[config.mk]
export PLATFORM = sky130hd
export DESIGN_NAME = restoring_divider
export DESIGN_NICKNAME = d
export VERILOG_FILES = /design/src/rtl/div_pkg.sv /design/src/rtl/div_datapath.sv /design/src/rtl/restoring_divider.sv
export SDC_FILE = /design/constraint.sdc
export NUM_CORES = 1
export LEC_CHECK = 0
export ABC_CLOCK_PERIOD_IN_PS = 3050
export BUFFER_PORTS_ARGS = -buffer_cell sky130_fd_sc_hd__buf_2
export CORE_ASPECT_RATIO = 0.9
export CORE_MARGIN = 5
export CORE_UTILIZATION = 56
export DETAILED_ROUTE_END_ITERATION = 10
export PLACE_DENSITY = 0.81
export SYNTH_ARGS = -nofsm -noshare
export SYNTH_HDL_FRONTEND = slang
export SYNTH_SLANG_ARGS = --single-unit
[constraint.sdc]
create_clock -name clk -period 3.05 [get_ports clk]
set_input_delay 0.61 -clock clk [delete_from_list [all_inputs] [get_ports clk]]
set_output_delay 0.61 -clock clk [all_outputs]
set_load 0.005 [all_outputs]
[src/rtl/div_pkg.sv]
// Shared types and constants for the restoring divider.
package div_pkg;

    // Operand/result width used when the parent does not override it.
    localparam int DIV_WIDTH_DEFAULT = 16;

    // Controller states.
    typedef enum logic [1:0] {
        ST_IDLE = 2'd0,
        ST_CALC = 2'd1,
        ST_DONE = 2'd2
    } div_state_e;

    // Counter width able to hold the value WIDTH.
    function automatic int cnt_width(input int width);
        return $clog2(width + 1);
    endfunction

endpackage : div_pkg

[src/rtl/div_datapath.sv]
// Restoring-division datapath: partial remainder A, quotient/dividend shift
// register Q, divisor M, trial subtractor and iteration down-counter.
module div_datapath
    import div_pkg::*;
#(
    parameter int WIDTH = DIV_WIDTH_DEFAULT
) (
    input  logic             clk,
    input  logic             rst_n,
    input  logic             load_i,
    input  logic             shift_i,
    input  logic             commit_i,
    input  logic [WIDTH-1:0] dividend_i,
    input  logic [WIDTH-1:0] divisor_i,
    output logic [WIDTH-1:0] quo_o,
    output logic [WIDTH-1:0] rem_o,
    output logic             cnt_last_o,
    output logic             trial_neg_o
);

    localparam int CW = cnt_width(WIDTH);

    logic [WIDTH:0]   a_q, a_d;
    logic [WIDTH-1:0] q_q, q_d;
    logic [WIDTH-1:0] m_q, m_d;
    logic [CW-1:0]    cnt_q, cnt_d;

    logic [WIDTH:0]   a_shift;
    logic [WIDTH-1:0] q_shift;
    logic [WIDTH:0]   trial;

    // Shift {A,Q} left by one and form the trial subtraction A - {0,M}.
    always_comb begin
        a_shift     = {a_q[WIDTH-1:0], q_q[WIDTH-1]};
        q_shift     = {q_q[WIDTH-2:0], 1'b0};
        trial       = a_shift - {1'b0, m_q};
        trial_neg_o = trial[WIDTH];
    end

    // Next-state selection for load, one iteration step, or hold.
    // A zero divisor loads the final result directly (Q all ones,
    // A = dividend) so the controller can skip the iteration entirely.
    always_comb begin
        a_d   = a_q;
        q_d   = q_q;
        m_d   = m_q;
        cnt_d = cnt_q;
        if (load_i) begin
            m_d   = divisor_i;
            cnt_d = CW'(WIDTH);
            if (divisor_i == '0) begin
                a_d = {1'b0, dividend_i};
                q_d = '1;
            end else begin
                a_d = '0;
                q_d = dividend_i;
            end
        end else if (shift_i) begin
            cnt_d = cnt_q - CW'(1);
            if (commit_i) begin
                a_d = trial;
                q_d = q_shift | WIDTH'(1);
            end else begin
                a_d = a_shift;
                q_d = q_shift;
            end
        end
    end

    // Datapath registers, cleared asynchronously.
    always_ff @(posedge clk or negedge rst_n) begin
        if (!rst_n) begin
            a_q   <= '0;
            q_q   <= '0;
            m_q   <= '0;
            cnt_q <= '0;
        end else begin
            a_q   <= a_d;
            q_q   <= q_d;
            m_q   <= m_d;
            cnt_q <= cnt_d;
        end
    end

    // Status and results; cnt_last marks the step that takes the counter to 0.
    always_comb begin
        quo_o      = q_q;
        rem_o      = a_q[WIDTH-1:0];
        cnt_last_o = (cnt_q == CW'(1));
    end

endmodule : div_datapath

[src/rtl/restoring_divider.sv]
// Restoring divider controller: accepts a start, runs WIDTH iterations on
// the datapath and pulses done for one cycle with results held afterwards.
//
//   state   | meaning
//   --------+--------------------------------------------------------
//   ST_IDLE | waiting for start; results of last op held
//   ST_CALC | one quotient bit per cycle, busy high, starts ignored
//   ST_DONE | done pulse for one cycle; a start here is accepted
module restoring_divider
    import div_pkg::*;
#(
    parameter int WIDTH = DIV_WIDTH_DEFAULT
) (
    input  logic             clk,
    input  logic             rst_n,
    input  logic             start,
    input  logic [WIDTH-1:0] dividend,
    input  logic [WIDTH-1:0] divisor,
    output logic             busy,
    output logic             done,
    output logic [WIDTH-1:0] quotient,
    output logic [WIDTH-1:0] remainder,
    output logic             div_by_zero
);

    div_state_e state_q, state_d;
    logic       dbz_q, dbz_d;
    logic       load, shift, commit;
    logic       cnt_last, trial_neg;
    logic       div_zero;

    assign div_zero = (divisor == '0);

    div_datapath #(
        .WIDTH (WIDTH)
    ) u_datapath (
        .clk         (clk),
        .rst_n       (rst_n),
        .load_i      (load),
        .shift_i     (shift),
        .commit_i    (commit),
        .dividend_i  (dividend),
        .divisor_i   (divisor),
        .quo_o       (quotient),
        .rem_o       (remainder),
        .cnt_last_o  (cnt_last),
        .trial_neg_o (trial_neg)
    );

    // Next state, datapath controls and the zero-divisor flag update.
    always_comb begin
        state_d = state_q;
        dbz_d   = dbz_q;
        load    = 1'b0;
        shift   = 1'b0;
        commit  = 1'b0;
        unique case (state_q)
            ST_IDLE, ST_DONE: begin
                if (start) begin
                    load    = 1'b1;
                    dbz_d   = div_zero;
                    state_d = div_zero ? ST_DONE : ST_CALC;
                end else begin
                    state_d = ST_IDLE;
                end
            end
            ST_CALC: begin
                shift  = 1'b1;
                commit = ~trial_neg;
                if (cnt_last) begin
                    state_d = ST_DONE;
                end
            end
            default: begin
                state_d = ST_IDLE;
            end
        endcase
    end

    // Controller state and flag registers.
    always_ff @(posedge clk or negedge rst_n) begin
        if (!rst_n) begin
            state_q <= ST_IDLE;
            dbz_q   <= 1'b0;
        end else begin
            state_q <= state_d;
            dbz_q   <= dbz_d;
        end
    end

    // Outputs decoded straight from state so they clear with reset.
    always_comb begin
        busy        = (state_q == ST_CALC);
        done        = (state_q == ST_DONE);
        div_by_zero = dbz_q;
    end

endmodule : restoring_divider

Word-level counts from Yosys, hierarchy flattened
Index checks and enable logic that the tools add are counted.

$mul: 0. $lt $le $gt $ge: 0. Reductions and logical operators: 5. Equal/unequal tests: 4. Div/mod/pow operators: 0. $add $sub $neg: 2. Multiplexer cells: 18. Bitwise operators: 1. Shift-type cells: 0.

Operators by type and width (count): two-way mux 16 bit (7); subtractor 17 x 16 -> 17 bit (1); zero test 16 bit (1); two-way mux 5 bit (2); two-way mux 2 bit (3); == test 5 x 1 -> 1 bit (second input constant) (1); two-way mux 1 bit (5); subtractor 5 x 1 -> 5 bit (second input constant) (1); one-hot mux 2 bit (2 select lines) (1); == test 2 x 1 -> 1 bit (second input constant) (1); == test 2 bit (second input constant) (1); zero test 2 bit (1); inequality test 2 x 1 -> 1 bit (second input constant) (1); AND reduction 2 bit (1); nonzero test 2 bit (1); OR reduction 2 bit (1); NOT 1 bit (1).

Memories: 0. RAM bits: 0. Bits in latches: 0. Memory bits (read-only): 0. Register bits after elaboration: 56. Output and inout port bits: 35.

Logic depth before layout (Yosys ltp)
Gate-level depths: netlist (run 1).

Depth after elaboration: 6. Gate-level depth with buffers: 12. Mapped depth without buffers: 10.

Hierarchy
Synthesis (run 1) repeated with hierarchy kept, for this count alone.

Cell total of the unflattened synthesis: 426. Area, all modules: 3704.8 µm².

By module, submodules not included: div_datapath (area each 3517.1 µm², times used 1, cells each 407); restoring_divider (area each 187.7 µm², times used 1, cells each 19).

Worst setup path before layout (run 1)
Ideal clock, no wire load.

Path kind: register -> register. Start: reg u_datapath.q_q[15], in the netlist u_datapath.quo_o[15]. End: reg u_datapath.a_q[11]. Clock period less this slack: 2.492 ns. Stages on the path, launching flop included: 12. Setup slack: 0.558 ns. Buffers on the path: 1. Arrival time: 2.361 ns. Path through: dfrtp_1 -> inv_1 -> ha_1 -> fa_1 -> nand2b_1 -> a21oi_2 -> o2111ai_1 -> o21a_1 -> mux2_2 -> buf_4 -> o211ai_2 -> nand3_1.

Longest elaborated chain between the ends: 6.

Ends and longest elaborated chain: from (decl) (RTL line div_datapath.sv:24) `logic [WIDTH-1:0] q_q, q_d;`; from (signal assigned) (RTL line div_datapath.sv:79) `q_q <= q_d;`; subtractor 17 x 16 -> 17 bit (*) (RTL line div_datapath.sv:36) `trial = a_shift - {1'b0, m_q};`; NOT 1 bit (RTL line restoring_divider.sv:69) `commit = ~trial_neg;`; two-way mux 1 bit (RTL line restoring_divider.sv:57) `unique case (state_q)`; two-way mux 16 bit (*) (RTL line div_datapath.sv:60) `if (commit_i) begin`; two-way mux 16 bit (*) (RTL line div_datapath.sv:58) `end else if (shift_i) begin`; two-way mux 16 bit (*) (RTL line div_datapath.sv:48) `if (load_i) begin`; to (signal assigned) (RTL line div_datapath.sv:73) `a_q <= '0;`; to (signal assigned) (RTL line div_datapath.sv:78) `a_q <= a_d;`; to (decl) (RTL line div_datapath.sv:23) `logic [WIDTH:0] a_q, a_d;`.

Mark *: on every way between the ends. The rest lies on a longest branch, timed or not. The select of a mux whose other input is x is not followed. A chain may end at the register's enable or synchronous reset.

Worst setup path after layout (run 1)
Start: reg u_datapath.q_q[15], in the netlist u_datapath.quo_o[15]. End: reg u_datapath.a_q[5].

The elaborated chain is that of the path after synthesis.

==> results of run 1 <==
-- per-stage QoR --
stage                     instance area [sq um]  setup WS, ns  hold slack [ns]  cells    util
after floorplan                            3505        0.5580           0.3144    405       -
after global placement                     3849        0.3783           0.4677    544  0.6294
final                                      3943        0.2281           0.4136    552  0.6448
after detailed placement                   3849        0.2614           0.4723    544  0.6294
after global routing                       3943       0.04620           0.4898    552  0.6448
after CTS                                  3939        0.2287           0.4505    552  0.6442
-- worst max-delay path, stage by stage, from the launching register on --
cell	delay, ns
dfrtp_1	0.42
inv_1	0.06
ha_1	0.22
fa_1	0.41
nand2b_1	0.19
a21oi_2	0.20
o2111ai_1	0.21
o21a_1	0.27
mux2i_1	0.14
buf_4	0.20
or3_1	0.36
nand3_1	0.07
-- power by group --
part           total [mW]  switching, mW  internal, mW  leakage (nW)
Sequential           1.46          0.330          1.13         0.678
Combinational        3.46           1.98          1.48          1.11
Clock               0.421          0.257         0.164        0.0445
Total                5.34           2.57          2.77          1.83
-- area by class of cell --
class,instances,share of cell area
inverters,21,0.01999
clock buffers,5,0.01745
multi-input cells,303,0.4713
well taps,87,0.02761
clock inverters,3,0.005395
repair buffers,77,0.1028
flip-flops and latches,56,0.3554
-- worst max-delay path by stage --
stage          slack (ns)                  to            startpoint  depth (start not counted)
2_1_floorplan        0.56  u_datapath.a_q[11]  u_datapath.quo_o[15]                         11
3_3_place_gp         0.38   u_datapath.a_q[2]  u_datapath.quo_o[15]                         10
3_5_place_dp         0.26   u_datapath.a_q[2]  u_datapath.quo_o[15]                         10
4_1_cts              0.23  u_datapath.a_q[13]  u_datapath.quo_o[15]                         10
5_1_grt              0.05  u_datapath.a_q[13]  u_datapath.quo_o[15]                         10
6_report             0.23   u_datapath.a_q[5]  u_datapath.quo_o[15]                         11
-- routing by layer --
metal,share of wire,wire (um)
met1,0.47,4306
met2,0.43,3929
met3,0.086,786
met4,0.010,93
met5,0,0
-- cell usage after synthesis, drive strengths merged (3+ instances only) --
| library cell | number | share of area |
|---|---|---|
| a21o | 5 | 0.011 |
| a21oi | 18 | 0.027 |
| a22oi | 15 | 0.032 |
| a31oi | 16 | 0.029 |
| buf | 13 | 0.034 |
| clkbuf | 11 | 0.013 |
| dfrtp | 56 | 0.40 |
| ha | 18 | 0.064 |
| inv | 21 | 0.022 |
| nand2 | 74 | 0.079 |
| nand2b | 4 | 0.0071 |
| nand3 | 18 | 0.026 |
| nor2 | 17 | 0.019 |
| nor2b | 3 | 0.0054 |
| nor3 | 17 | 0.024 |
| nor4 | 4 | 0.0071 |
| o2111ai | 12 | 0.030 |
| o211ai | 5 | 0.012 |
| o21a | 5 | 0.011 |
| o21ai | 30 | 0.044 |
| or3 | 3 | 0.0054 |
| xnor2 | 8 | 0.020 |
| xor2 | 3 | 0.0075 |
-- cell usage in the layout (no fill, tap or decap), drive strengths merged, types with 2 or more instances in the layout --
cell type,instances
o21a,5
a31oi,16
clkbuf,5
a21oi,18
o2111ai,12
and2,2
nor3,17
or3,3
xnor2,8
or2b,2
a21o,5
o211ai,5
nand2,74
nor4,4
a221oi,2
o21ai,30
nand4,2
nand2b,4
nand3,18
nor2b,3
a211oi,2
a22oi,15
xor2,3
inv,22
o21bai,2
o22ai,2
nor2,17
ha,18
buf,77
o221ai,2
dfrtp,56
-- registers in the layout, summed over array words and instances (netlist names) --
signal / cells
div_by_zero: 1
state_q: 2
u_datapath.a_q: 16
u_datapath.cnt_q: 5
u_datapath.m_q: 16
u_datapath.quo_o: 16
-- kinds of logic (layout without fill, tap and decap cells) --
| family | Yosys count | after routing | share of synthesized area |
|---|---|---|---|
| muxes | 2 | 2 | 0.006069 |
| DFF | 56 | 56 | 0.3999 |
| buffers and inverters | 46 | 106 | 0.07175 |
| xor gates and xnor gates | 11 | 11 | 0.02749 |
| AOI/OAI and AO/OA | 118 | 118 | 0.2238 |
| adders and majority gates | 19 | 19 | 0.06998 |
| and+or+nand+nor | 153 | 153 | 0.2010 |
==> metrics.cfg, run 1 <==
[sta]
period_minus_slack_ns = 2.822
drv_slew = 0
worst_pin_slew_ns = 0.7411
fmax_ghz = 0.3544
final.setup.tns_ns = 0
rsz0062_at_grt = false
fin_skew_ns = 0.01082
post-route-period-util = 0.9252
hold_violations = 0
relSlewSlack = 0.5054
setup_viol = 0

[critical_path]
worstSetupStartpointType = flop
r2r_slack_ns = 0.23
required_ns = 3.30
r2r_cells = 11
cp_max_fo = 14
critical_path_arrival_ns = 3.08
reg2reg_to = u_datapath.a_q[5]
reg2reg_from = u_datapath.quo_o[15]
crit_path_end_kind = flop
worstSetupPathType = flop to flop

[outcome]
outcome = completed

[global_routing]
grt_max_degree = 57
grt_pass1_wl_um = 15010
top_usage_layer = met1
antenna_found_initial = 0
use_met1 = 0.3573
track_usage = 0.2343
grt-ovfl-total = 0
gr-usage-met3 = 0.04787
grt_pass1_vias = 3050
grt_use_met2 = 0.3429

[route]
vias = 3251
route.detailed.drc = 0
wire_per_inst_um = 16.51
ant_nets = 0
detail_route.first_pass.iterations = 5
post_drt_via_cell_ratio = 5.889
drtIter0Drc = 240
routed_wl_um = 9115

[min_path]
worstHoldPathType = input pin to asynchronous set/reset pin

[clock_tree]
cts.htree.levels = 2
clockRootBuffer = clkbuf_8
cts.path.max_buffers = 2
cts_sinks = 56
clock_latency_ns = 0.32
clkTransAtPathRegs_ns = 0.11
cts_resized = 0
post-cts-setup-buffer-count = 0
cts_buffers = 5
cts_tree = yes
cts_hold_buf = 0

[cells_and_area]
antennaDiodeCount = 0
multi_input_area_sq_um = 1858
drive_gt1_frac = 0.2129
nets = 518
nFillCells = 534
seq_area_sq_um = 1401
area_growth_pct = 12.50

[yosys]
syn_area_sq_um = 3505
yosysWarnings = 0
yosysUniqueCellTypes = 58
syn_nets = 459
async_flop_share = 1.000
synth-main-ff-cell = dfrtp_1
synthesis.instances = 405
synth_edf_count = 0
syn_avg_cell_area_sq_um = 8.653
yosysSeqAreaShare = 0.3999
ys_seq_elements = 56

[flow_run]
drv_cap = 0

[placed_design]
gp_congestion = 0.9775
dp_hpwl_um = 6609
io_buffers = 69

[floorplan]
ioPinCount = 70
die_area_sq_um = 7943
fp-row-count = 27
initial_core_util = 0.5732
dieHeight_um = 85.05
die-width_um = 93.39
core_area_sq_um = 6115

[pwr]
power_density_nw_per_um2 = 1356
leakagePower_nw = 1.833
power_mw = 5.344
ir_worst_vdd_mv = 0.5899

Note: power is estimated with default switching activity, not from simulation.
==> inputs of run 2 (changes only) <==
--- a/config.mk
+++ b/config.mk
@@ -5,7 +5,7 @@
 export SDC_FILE = /design/constraint.sdc
 export NUM_CORES = 1
 export LEC_CHECK = 0
-export ABC_CLOCK_PERIOD_IN_PS = 3050
+export ABC_CLOCK_PERIOD_IN_PS = 3100
 export BUFFER_PORTS_ARGS = -buffer_cell sky130_fd_sc_hd__buf_2
 export CORE_ASPECT_RATIO = 0.9
 export CORE_MARGIN = 5
==> constraint.sdc (replaced) <==
create_clock -name clk -period 3.1 [get_ports clk]
set_input_delay 0.62 -clock clk [delete_from_list [all_inputs] [get_ports clk]]
set_output_delay 0.62 -clock clk [all_outputs]
set_load 0.005 [all_outputs]
==> metrics.cfg, run 2 (synthesized netlist as in run 1, its figures left out) <==
[sta]
drv_slew = 0
fin_skew_ns = 0.009756
period_minus_slack_ns = 2.851
fmax_ghz = 0.3508
setup_viol = 0
relSlewSlack = 0.4785
post-route-period-util = 0.9197
final.setup.tns_ns = 0
hold_violations = 0
fin_ws_ns = 0.2490
worst_pin_slew_ns = 0.7814
rsz0062_at_grt = false

[critical_path]
path_cells = inv_1 > ha_1 > fa_1 > nand2b_1 > a21oi_2 > o2111ai_1 > o21a_1 > mux2_2 > a221oi_2 > a211oi_1
worstSetupStartpoint = u_datapath.quo_o[15]
crit_path_end = u_datapath.a_q[2]
worstSetupStartpointType = flop
reg2reg_to = u_datapath.a_q[2]
worstSetupPathType = flop to flop
crit_path_end_kind = flop
slowest_stage = dfrtp_1
reg2reg_from = u_datapath.quo_o[15]
cp_slowest_stage_delay_ns = 0.41
required_ns = 3.30
critical_path_arrival_ns = 3.05
r2r_cells = 10
r2r_slack_ns = 0.25
cp_max_fo = 13

[clock_tree]
clock_latency_ns = 0.31
cts_resized = 0
cts_buffers = 5
cts_sinks = 56
cts_hold_buf = 0
cts_tree = yes
post-cts-setup-buffer-count = 0
cts.htree.levels = 2
clkTransAtPathRegs_ns = 0.11
cts.path.max_buffers = 2
clockRootBuffer = clkbuf_8

[route]
wire_per_inst_um = 16.63
post_drt_via_cell_ratio = 5.875
routed_wl_um = 9182
detail_route.first_pass.iterations = 5
drtIter0Drc = 245
ant_nets = 0
vias = 3243
route.detailed.drc = 0

[pwr]
switchingPower_mw = 2.537
comb_power_share = 0.627
switching_share = 0.4681
clock_power_share = 0.106
seqPwrFrac = 0.267
power_density_nw_per_um2 = 1360
p_int_mw = 2.883
ir_worst_vdd_mv = 0.5508
leakagePower_nw = 1.854

[placed_design]
io_buffers = 69
pre_cts_slack_ns = 0.3067
gp_congestion = 0.9772
dp_hpwl_um = 6687

[global_routing]
grt_pass1_wl_um = 15180
track_usage = 0.2361
antenna_found_initial = 0
grt_max_degree = 57
grt_pass1_vias = 3147
grt-ovfl-total = 0

[cells_and_area]
most-common-layout-cells = nand2_1, buf_2, dfrtp_1, o21ai_0, inv_1
antennaDiodeCount = 0
nets = 518
final_util = 0.6519
area_growth_pct = 13.75
drive_gt1_frac = 0.2129
layout_commonest_cell = nand2_1
nFillCells = 531

[floorplan]
core_area_sq_um = 6115
fp-row-count = 27
die_area_sq_um = 7943
die-width_um = 93.39
initial_core_util = 0.5732
ioPinCount = 70
dieHeight_um = 85.05

[flow_run]
drv_cap = 0

[min_path]
worstHoldPathType = input pin to asynchronous set/reset pin

[outcome]
outcome = completed

run 2: how the worst min path moves through the flow:
| stage | to | slack [ns] | cells after the start |
|---|---|---|---|
| CTS | u_datapath.m_q[5] | 0.46 | 2 |
| finish | u_datapath.m_q[4] | 0.43 | 2 |
| detailed placement | div_by_zero | 0.46 | 1 |
| global placement | u_datapath.m_q[0] | 0.47 | 2 |
| floorplan | div_by_zero | 0.32 | 0 |
| global route | u_datapath.m_q[5] | 0.49 | 2 |
run 2: power groups by stage:
stage | Clock, mW | Sequential (mW) | Combinational, mW
after global placement | 0 | 1.42 | 3.25
after floorplan | 0 | 1.38 | 2.64
final | 0.574 | 1.45 | 3.40
after detailed placement | 0 | 1.44 | 3.34
after CTS | 0.581 | 1.44 | 3.37
after global routing | 0.616 | 1.49 | 3.77
run 2: routing by layer:
metal  GRT usage  share of wire  vias to the layer above
li1            -              -                     1568
met5           0              0                        -
met1      0.3551           0.47                     1535
met2      0.3565           0.43                      133
met4     0.03995         0.0061                        0
met3     0.04787          0.087                        7
run 2: cell type report:
cell class                 instances  area [sq um]  share of cell area
inverter                          21         78.83             0.01977
clock buffer                       5         68.82             0.01726
timing repair buffer              77         405.4              0.1017
clock inverter                     3         68.82             0.01726
sequential                        56          1401              0.3515
tap                               87         108.9             0.02731
multi-input combinational        303          1854              0.4652
run 2: metrics by stage:
stage | instances | instance area (sq um) | power, mW | hold slack [ns]
after floorplan | 405 | 3505 | 4.019 | 0.3244
after global placement | 544 | 3849 | 4.672 | 0.4677
after detailed placement | 544 | 3849 | 4.782 | 0.4605
after CTS | 552 | 3986 | 5.385 | 0.4617
after global routing | 552 | 3986 | 5.882 | 0.4903
final | 552 | 3986 | 5.420 | 0.4339
run 2: worst max-delay path: cells and delay by family (launching register included):
kind / cells / cell delay, ns
flip-flops: 1 / 0.41
adder cells (fa/ha/maj): 2 / 0.63
multiplexers: 1 / 0.40
AO/OA/AOI/OAI: 5 / 1.02
AND/OR/NAND/NOR: 1 / 0.20
buffers and inverters: 1 / 0.06
